--- src/rtl/qsn_pc51_pkg.sv ---
// Shared constants and helpers for the Pc=51 quasi-cyclic shift network controllers.
package qsn_pc51_pkg;

  localparam int PC         = 51;
  localparam int SHIFT_W    = 6;
  localparam int MERGE_W    = 50;
  localparam int FIFO_DEPTH = 8;
  localparam int CNT_W      = 4;

  localparam logic [SHIFT_W-1:0] PC_S = SHIFT_W'(PC);

  // Low k bits set for k in 1..50; zero for k == 0 or any out-of-range k.
  function automatic logic [MERGE_W-1:0] merge_mask(input logic [SHIFT_W-1:0] k);
    logic [MERGE_W-1:0] m;
    m = '0;
    for (int i = 0; i < MERGE_W; i++) begin
      m[i] = (k <= SHIFT_W'(MERGE_W)) && (i < int'(k));
    end
    return m;
  endfunction

endpackage

--- src/rtl/qsn_shift_fifo.sv ---
// Small synchronous FIFO holding forward shift factors until the reverse pass consumes them.
module qsn_shift_fifo #(
  parameter int W     = 6,
  parameter int DEPTH = 8,
  parameter int CNT_W = 4
) (
  input  logic             clk,
  input  logic             rst,
  input  logic             flush,
  input  logic             push,
  input  logic [W-1:0]     push_data,
  input  logic             pop,
  output logic [W-1:0]     head_data,
  output logic             full,
  output logic             empty,
  output logic [CNT_W-1:0] count
);

  localparam int PTR_W = $clog2(DEPTH);

  logic [W-1:0]     mem [DEPTH];
  logic [PTR_W-1:0] wr_ptr_reg;
  logic [PTR_W-1:0] rd_ptr_reg;
  logic [CNT_W-1:0] count_reg;
  logic             do_push;
  logic             do_pop;

  assign full    = (count_reg == CNT_W'(DEPTH));
  assign empty   = (count_reg == '0);
  assign count   = count_reg;
  assign do_push = push && !full && !flush;
  assign do_pop  = pop && !empty && !flush;

  // Head is read combinationally so a pop reaches the output registers in one cycle.
  assign head_data = mem[rd_ptr_reg];

  always_ff @(posedge clk) begin
    if (do_push) begin
      mem[wr_ptr_reg] <= push_data;
    end
  end

  always_ff @(posedge clk) begin
    if (rst || flush) begin
      wr_ptr_reg <= '0;
      rd_ptr_reg <= '0;
      count_reg  <= '0;
    end else begin
      if (do_push) wr_ptr_reg <= wr_ptr_reg + 1'b1;
      if (do_pop)  rd_ptr_reg <= rd_ptr_reg + 1'b1;
      case ({do_push, do_pop})
        2'b10:   count_reg <= count_reg + 1'b1;
        2'b01:   count_reg <= count_reg - 1'b1;
        default: count_reg <= count_reg;
      endcase
    end
  end

endmodule

--- src/rtl/qsn_deperm_ctrl_pc51.sv ---
// Reverse QSN controller: queues forward shift factors and replays their inverse circulant selects.
module qsn_deperm_ctrl_pc51
  import qsn_pc51_pkg::*;
(
  input  logic               sys_clk,
  input  logic               rst,
  input  logic               flush,
  input  logic               fwd_valid,
  input  logic [SHIFT_W-1:0] fwd_shift,
  output logic               fwd_ready,
  input  logic               rev_req,
  output logic               rev_valid,
  output logic [SHIFT_W-1:0] inv_shift,
  output logic [SHIFT_W-1:0] left_sel,
  output logic [SHIFT_W-1:0] right_sel,
  output logic [MERGE_W-1:0] merge_sel,
  output logic [CNT_W-1:0]   occupancy,
  output logic               err_range,
  output logic               err_underflow
);

  logic [SHIFT_W-1:0] push_data;
  logic [SHIFT_W-1:0] head_s;
  logic               fifo_full;
  logic               fifo_empty;
  logic               push_ok;
  logic               pop_ok;
  logic [SHIFT_W-1:0] inv_next;
  logic [SHIFT_W-1:0] right_next;

  logic               rev_valid_reg;
  logic [SHIFT_W-1:0] inv_shift_reg;
  logic [SHIFT_W-1:0] left_sel_reg;
  logic [SHIFT_W-1:0] right_sel_reg;
  logic [MERGE_W-1:0] merge_sel_reg;
  logic               err_range_reg;
  logic               err_underflow_reg;

  assign fwd_ready = !fifo_full;
  assign push_ok   = fwd_valid && !fifo_full && !flush;
  assign pop_ok    = rev_req && !fifo_empty && !flush;

  // Out-of-range factors are replaced by a zero shift so the reverse pass stays well-defined.
  assign push_data = (fwd_shift < PC_S) ? fwd_shift : '0;

  assign inv_next   = (head_s == '0) ? '0 : PC_S - head_s;
  assign right_next = (inv_next == '0) ? '0 : PC_S - inv_next;

  qsn_shift_fifo #(
    .W     (SHIFT_W),
    .DEPTH (FIFO_DEPTH),
    .CNT_W (CNT_W)
  ) u_fifo (
    .clk       (sys_clk),
    .rst       (rst),
    .flush     (flush),
    .push      (fwd_valid),
    .push_data (push_data),
    .pop       (rev_req),
    .head_data (head_s),
    .full      (fifo_full),
    .empty     (fifo_empty),
    .count     (occupancy)
  );

  always_ff @(posedge sys_clk) begin
    if (rst) begin
      rev_valid_reg     <= 1'b0;
      inv_shift_reg     <= '0;
      left_sel_reg      <= '0;
      right_sel_reg     <= '0;
      merge_sel_reg     <= '0;
      err_range_reg     <= 1'b0;
      err_underflow_reg <= 1'b0;
    end else begin
      rev_valid_reg <= pop_ok;
      // Selects hold between pops because the reverse shifter is purely combinational.
      if (pop_ok) begin
        inv_shift_reg <= inv_next;
        left_sel_reg  <= inv_next;
        right_sel_reg <= right_next;
        merge_sel_reg <= (inv_next == '0) ? '0 : merge_mask(PC_S - inv_next);
      end
      if (push_ok && (fwd_shift >= PC_S)) err_range_reg <= 1'b1;
      if (rev_req && fifo_empty && !flush) err_underflow_reg <= 1'b1;
    end
  end

  assign rev_valid     = rev_valid_reg;
  assign inv_shift     = inv_shift_reg;
  assign left_sel      = left_sel_reg;
  assign right_sel     = right_sel_reg;
  assign merge_sel     = merge_sel_reg;
  assign err_range     = err_range_reg;
  assign err_underflow = err_underflow_reg;

endmodule

--- config.mk ---
export PLATFORM = sky130hd
export DESIGN_NAME = qsn_deperm_ctrl_pc51
export DESIGN_NICKNAME = d
export VERILOG_FILES = /design/src/rtl/qsn_pc51_pkg.sv /design/src/rtl/qsn_shift_fifo.sv /design/src/rtl/qsn_deperm_ctrl_pc51.sv
export SDC_FILE = /design/constraint.sdc
export NUM_CORES = 1
export LEC_CHECK = 0
export ABC_AREA = 1
export BUFFER_PORTS_ARGS = -buffer_cell sky130_fd_sc_hd__buf_4
export CORE_MARGIN = 2
export CORE_UTILIZATION = 60
export CTS_CLUSTER_SIZE = 30
export DETAILED_ROUTE_END_ITERATION = 10
export PLACE_DENSITY = 0.83
export RECOVER_POWER = 25
export SYNTH_ARGS = -nofsm -noshare
export SYNTH_HDL_FRONTEND = slang
export SYNTH_SLANG_ARGS = --single-unit
--- constraint.sdc ---
create_clock -name sys_clk -period 8.1 [get_ports sys_clk]
set_clock_uncertainty 0.2 [all_clocks]
set_input_delay 0.81 -clock sys_clk [delete_from_list [all_inputs] [get_ports sys_clk]]
set_output_delay 0.81 -clock sys_clk [all_outputs]
set_load 0.005 [all_outputs]
**Yosys cells after proc, flatten, opt, wreduce, memory -nomap -nowiden**

Memories as Yosys holds them, arrays and structs flattened. A register that Yosys moved wholly into a read port is not among the register bits.
Cells that the tools add are included.

- Add/sub/neg operators: 6
- Order comparisons: 53
- Equality and inequality tests: 3
- Muxes and demuxes: 9
- Reduce and logical (&&, ||, !) cells: 65

Operators with widths:

| operator | number |
|---|---|
| $lt 6x6->1 const A | 18 |
| $lt 5x6->1 const A | 16 |
| $logic_and 1x1->1 | 57 |
| $mux 50 | 1 |
| $lt 4x6->1 const A | 8 |
| $lt 3x6->1 const A | 4 |
| $mux 6 | 3 |
| $logic_not 6->1 | 2 |
| $lt 1x6->1 const A | 2 |
| $lt 2x6->1 const A | 2 |
| $sub 6x6->6 const A | 2 |
| $pmux 4 s2 | 1 |
| $add 3x1->3 const B | 2 |
| $ge 6x6->1 const B | 1 |
| $le 6x6->1 const B | 1 |
| $lt 6x6->1 const B | 1 |
| $mux 3 | 2 |
| $add 4x1->4 const B | 1 |
| $eq 4x4->1 const B | 1 |
| $logic_not 4->1 | 1 |
| $sub 4x1->4 const B | 1 |
| $logic_not 1->1 | 3 |
| $eq 2x1->1 const B | 1 |
| $eq 2x2->1 const B | 1 |
| other kinds (3) | 4 |

- Bits in registers: 75
- RAM bits: 48
- Bits of input ports: 11
- Output and inout bits: 76
- Logic and storage cells: 146
- Memories kept: 1

Memory list:

| name | depth | bits a word | rd ports | clocked after memory_dff | wr ports | RTL line | text |
|---|---|---|---|---|---|---|---|
| u_fifo.mem | 8 | 6 | 1 | 1 | 1 | qsn_shift_fifo.sv:21 | `logic [W-1:0] mem [DEPTH];` |

**Depth between registers and ports, before layout**

Gate-level depths: netlist of run 1.

- Word-level depth: 6
- Mapped depth: 23

**Hierarchy**

A second synthesis of run 1 with hierarchy kept.

- Cell total of the unflattened synthesis: 676
- Area, all modules: 5,714.2 µm²

By module, submodules not included:

| module | instances | cells each | area each (µm²) |
|---|---|---|---|
| qsn_deperm_ctrl_pc51 | 1 | 440 | 3,108.0 |
| qsn_shift_fifo | 1 | 236 | 2,606.2 |

**Worst setup path before layout of run 1**

No wires, ideal clock.

- Path type: input -> register
- Start: in rev_req
- End: reg u_fifo.count_reg[3] (netlist: u_fifo.count[3])
- Setup time: 0.070 ns
- Arrival time: 2.648 ns
- Data required time: 7.830 ns
- Setup slack: 5.182 ns
- Cell stages on the path: 11
- Cell sequence: inv_1 -> nor3_2 -> clkbuf_1 -> ha_1 -> ha_1 -> nand2_1 -> nor2_1 -> a211oi_1 -> xor2_1 -> nand2_1 -> a21oi_1

- Word-level cells in the longest chain between the ends: 4

Ends and longest elaborated chain:

| what | RTL line | text |
|---|---|---|
| start: declaration | qsn_deperm_ctrl_pc51.sv:11 | `input logic rev_req,` |
| $logic_and 1x1->1 * (2 in a row) | n/a |  |
| net pop_ok | qsn_deperm_ctrl_pc51.sv:27 | `logic pop_ok;` |
| $eq 2x1->1 / $eq 2x2->1 (equally long branches) | qsn_shift_fifo.sv:51 | `case ({do_push, do_pop})` |
| $pmux 4 s2 / $reduce_bool 2->1 (equally long branches) | n/a |  |
| end signal: assignment | qsn_shift_fifo.sv:52 | `2'b10: count_reg <= count_reg + 1'b1;` |
| end signal: assignment | qsn_shift_fifo.sv:53 | `2'b01: count_reg <= count_reg - 1'b1;` |
| end signal: assignment | qsn_shift_fifo.sv:54 | `default: count_reg <= count_reg;` |
| end: declaration | qsn_shift_fifo.sv:24 | `logic [CNT_W-1:0] count_reg;` |

The timed path passes the listed nets; every way through them passes the cells marked *.
A chain may end at the register's enable or synchronous reset.

==> run metrics, run 1 <==
Slowest-stage cell, CP dfxtp_1; R2R Setup Slk 4.16 ns; status finished, violations left; GRT Util Overall 29.8%; post-layout util 75.0%; grt ovf 0; most area-hungry cell type in the Yosys netlist dfxtp_1; commonest non-fill, non-tap cell in the layout nand2_1; starting density of the core 62.3%; Seq/Total Area, Yosys 51.9%; Leak 2.99 nW; Die Y 102 um; clock sink total 126; antenna-violating nets left 0; failing checks capacitance limit, slew limit; cts hold-fix bufs 0; core area 9280 um2; Max Freq 254 MHz; Least-Margin Pin Slew 2.52 ns; Rel. slew slack -67.9%; Tightest Hold Check Type reg -> reg; Wirelength per Cell 16.4 um; vias per cell 5.63; Max IR drop VDD 0.153 mV; ant diodes 0; setup TNS 0 ns; antenna violations before repair 0; delay-heaviest family, CP simple AND/OR/NAND/NOR gates; Primary FF master, synth dfxtp_1; ys async rst share 0%; PortBufs 86; I/O pin count 87; synth-to-layout area growth 20.3%; final setup fails 0; share of the synthesized area in the top cell type 27.0%; vias in the first global route 4,865; most frequent cells in the layout nand2_1, dfxtp_1, inv_1; DR vias 5,154; RSZ-0062 raised after global routing no; routability congestion estimate 0.871; WHS Path Cells 2; routed wire length 15.0 mm; CP startpoint kind register; post-DP HPWL 10.0 mm; Power Density 225 nW/um2; CTS tree built; Crit path arrival time 4.17 ns; critical path depth in cells 15; critical path type reg -> reg; Most Frequent Cell on Critical Path nand2_1; post-synth cell types 36; CP required 8.33 ns; Yosys warning count 0; Post-CTS Setup Inserts 0; Largest register FFs 50; CP max stage delay 0.86 ns; clock buffer count from CTS 17; synthesized area per cell 8.27 um2; cell area after technology mapping 5790 um2; Worst-Skew Late Latency 0.53 ns; die outline width 102 um; maximum clock path buffer count 2; first-pass GRT wire length 23.7 mm; Root Buffer clkbuf_8; Worst Path Max Fanout 25; pin count of the biggest net entering global routing 59; worst-path cell chain inv_4 > nand2_1 > nand2_1 > nand2_1 > nand3_1 > nand2_1 > ha_1 > nand4_1 > nand2_1 > inv_1 > nand3_2 > nand2_2 > nor2_4 > o21ai_0 > a21oi_1; Final #Nets 795; DRC 0; Pwr Total 1.57 mW; H-tree levels 4; Final Hold Viols 0; DRT Pass-1 Iters 5; Max-Cap Viols 1; clock slew at reported path FFs 0.06 ns; cells after synthesis 700; CTS resizes 0; post-route insts no fill 915; min Tclk post-route 3.94 ns; drt initial violations 418; share of cells above drive strength 1 20.2%; R2R depth 15; CP endpoint kind register; Yosys reg bits 126; Buf/Inv on CP 2; Post-Syn Nets 722; die area 10,400 um2; Placed Instances 883; FP Rows 35; Slew Viols, Final 59; final period utilization 48.6%; Area contributors post-synth dfxtp_1, edfxtp_1, nand2_1, nand3_1, a21oi_1; Post-synth EDFFs 48
-- where the power goes --
group / total [mW] / switching (mW) / internal (mW)
Combinational: 0.146 / 0.0975 / 0.0488
Sequential: 0.685 / 0.0102 / 0.675
Clock: 0.738 / 0.281 / 0.457
-- path summary, 6_finish.rpt --
path,endpoint,startpoint
max,merge_sel[17],register
max reg2reg,merge_sel[17],register
min reg2reg,merge_sel[37],merge_sel[37]
min,merge_sel[37],merge_sel[37]
-- area by class of cell --
cell class,instances,area (um2)
flip-flops and latches,126,3000
fillers,693,2320
multi-input cells,451,2250
repair buffers,88,642
clock buffers,22,457
inverters,89,339
well taps,129,161
clock inverters,10,113
-- synth_stat cells (2+ instances only) --
library cell / n
a211oi_1: 2
o21ai_0: 12
a31oi_1: 2
nand2_2: 12
nand3_2: 4
inv_2: 7
clkbuf_1: 18
buf_2: 3
ha_1: 10
nand4_1: 14
nand2_1: 182
nand2_4: 4
nand3_1: 75
inv_1: 77
buf_6: 4
o21ai_2: 2
clkinv_1: 3
xnor2_1: 2
nor2_2: 5
nor2_4: 6
buf_4: 9
nor2_1: 40
a21oi_1: 69
dfxtp_1: 78
inv_4: 2
edfxtp_1: 48
-- metal layers --
metal	GRT usage (%)	share of wire, %	vias up
met5	0	0	-
met4	13.5	3.0	0
met3	6.16	7.4	50
met2	48.1	48	270
met1	39.0	42	2410
li1	-	-	2424
-- cell families after synthesis --
group | count (synthesis) | synth area share, %
compound gates | 89 | 8.15
xor+xnor | 3 | 0.454
fa+ha+maj | 11 | 2.51
buf+inv | 123 | 9.23
flops | 126 | 51.9
simple gates | 348 | 27.8
-- worst register-to-register path, cell delays in order (launching register included) --
cell	delay [ns]
dfxtp_1	0.86
inv_4	0.27
nand2_1	0.14
nand2_1	0.05
nand2_1	0.07
nand3_1	0.09
nand2_1	0.20
ha_1	0.25
nand4_1	0.15
nand2_1	0.50
inv_1	0.20
nand3_2	0.21
nand2_2	0.09
nor2_4	0.24
o21ai_0	0.16
a21oi_1	0.14
-- through the flow --
stage	setup WS, ns	instance area [um2]	hold slack (ns)
final	4.16	6970	0.264
after global routing	3.82	6970	0.275
after CTS	4.28	6980	0.266
after detailed placement	4.28	6410	0.254
after global placement	4.57	6410	0.247
after floorplan	5.18	5790	0.233
Power figures use the tool's default switching activity.
==> run 2, diff against run 1 <==
--- a/config.mk
+++ b/config.mk
@@ -8,10 +8,10 @@
 export ABC_AREA = 1
 export BUFFER_PORTS_ARGS = -buffer_cell sky130_fd_sc_hd__buf_4
 export CORE_MARGIN = 2
-export CORE_UTILIZATION = 60
+export CORE_UTILIZATION = 51
 export CTS_CLUSTER_SIZE = 30
 export DETAILED_ROUTE_END_ITERATION = 10
-export PLACE_DENSITY = 0.83
+export PLACE_DENSITY = 0.75
 export RECOVER_POWER = 25
 export SYNTH_ARGS = -nofsm -noshare
 export SYNTH_HDL_FRONTEND = slang
==> constraint.sdc (replaced) <==
create_clock -name sys_clk -period 3.55 [get_ports sys_clk]
set_clock_uncertainty 0.2 [all_clocks]
set_input_delay 0.355 -clock sys_clk [delete_from_list [all_inputs] [get_ports sys_clk]]
set_output_delay 0.355 -clock sys_clk [all_outputs]
set_load 0.005 [all_outputs]
==> run 2 against run 1 <==
Against the previous run:
- the run now ends clean
- cell area increased by 2.1%
- die area increased by 17%
- worst setup slack got worse by 3.8 ns
- routed wire length decreased by 4.2%
- critical path type unchanged
==> run metrics, run 2 (synthesis gave the netlist of run 1 again) <==
Max Freq 317 MHz; Die Y 111 um; drt initial violations 564; CP endpoint kind register; Tightest Hold Check Type in -> reg; clock sink total 126; maximum clock path buffer count 2; cts hold-fix bufs 0; Leak 3.05 nW; commonest non-fill, non-tap cell in the layout nand2_1; Post-CTS Setup Inserts 0; DR vias 5,004; min Tclk post-route 3.15 ns; routability congestion estimate 0.909; PortBufs 86; vias in the first global route 4,876; status complete, no violations; Rel. slew slack 34.4%; Register Area 3000 um2; CTS tree built; routed wire length 14.3 mm; Worst Path Max Fanout 24; die outline width 111 um; GRT Util Overall 23.9%; H-tree levels 4; R2R depth 18; DRC 0; dpl ws 0.339 ns; Max-Cap Viols 0; pin count of the biggest net entering global routing 59; GR Layer Usage met3 4.34%; Top Usage Layer GRT met2; synth-to-layout area growth 22.9%; Wirelength per Cell 15.4 um; WHS Path Cells 3; Max IR drop VDD 0.280 mV; FP Rows 38; CP startpoint kind register; GR Layer Usage met2 38.5%; DRT Pass-1 Iters 6; fin area 7110 um2; starting density of the core 52.9%; Power Density 533 nW/um2; Slew Viols, Final 0; Final Hold Viols 0; Largest register FFs 50; die area 12,200 um2; CTS resizes 0; critical path type reg -> reg; Layout fillers 885; final setup fails 0; share of cells above drive strength 1 21.2%; I/O pin count 87; ant diodes 0; RSZ-0062 raised after global routing no; grt ovf 0; post-DP HPWL 10.1 mm; CP required 3.66 ns; footprint of the multi-input gates 2250 um2; antenna-violating nets left 0; first-pass GRT wire length 23.9 mm; setup TNS 0 ns; final period utilization 88.8%; most frequent cells in the layout nand2_1, inv_1, dfxtp_1; Least-Margin Pin Slew 0.977 ns; DP Area 6480 um2; clock buffer count from CTS 17; clock slew at reported path FFs 0.06 ns; Crit path arrival time 3.26 ns; final hold slack 0.00394 ns; Worst-Skew Late Latency 0.42 ns; core area 10,900 um2; hold_sp rev_req; met1 global-route usage 32.0%; vias per cell 5.37; min setup slack post-route 0.398 ns; antenna violations before repair 0; Final #Nets 800; Root Buffer clkbuf_16
-- run 2: changes by cell type in the layout (fill, tap and decap cells not counted), sizes merged --
cell	previous run	this run
clkinvlp	1	2
buf	34	32
bufinv	2	5
clkbuf	76	78
clkinv	8	10
inv	88	87
-- run 2: layer usage --
layer  share of wire (%)  routed length [um]  vias to the layer above
met5                   0                   0                        -
met4                 2.0                 281                        0
met3                 7.0                1010                       28
met2                  47                6770                      238
met1                  44                6280                     2304
li1                    -                   -                     2434
-- run 2: through the flow --
| step | total power, mW | utilization [%] | std cells |
|---|---|---|---|
| after floorplan | 1.81 | - | 700 |
| after global placement | 1.92 | 59.2 | 899 |
| after detailed placement | 1.93 | 59.2 | 899 |
| after CTS | 3.80 | 65.1 | 931 |
| after global routing | 3.90 | 65.0 | 931 |
| final | 3.79 | 65.0 | 931 |
-- run 2: cell type report --
cell class / instances / area share (%)
multi-input combinational: 451 / 31.6
inverter: 89 / 4.77
tap: 140 / 2.46
sequential: 126 / 42.2
clock inverter: 15 / 3.08
clock buffer: 17 / 5.98
timing repair buffer: 93 / 9.83
-- run 2: worst paths after layout --
path	end	slack, ns
max	merge_sel[16]	0.40
min	err_underflow	0.004
max reg2reg	merge_sel[16]	0.40
min reg2reg	merge_sel[27]	0.26
-- run 2: critical path, cell delays in order, from the launching register on --
cell	delay (ns)
dfxtp_2	0.48
inv_4	0.16
nand2_1	0.09
nand3_1	0.08
nand3_1	0.12
nand2_1	0.15
ha_1	0.29
nand2_2	0.12
inv_2	0.06
nand2_4	0.11
nand3_4	0.10
inv_2	0.09
nand2_2	0.07
nand2_4	0.21
nand3_1	0.25
nand3_1	0.23
nand3_1	0.10
nand2_1	0.08
inv_1	0.04
-- run 2: power by group --
group          switching [mW]  internal (mW)
logic                   0.224          0.116
registers              0.0222           1.54
clock network           0.645           1.24
total                   0.892           2.90
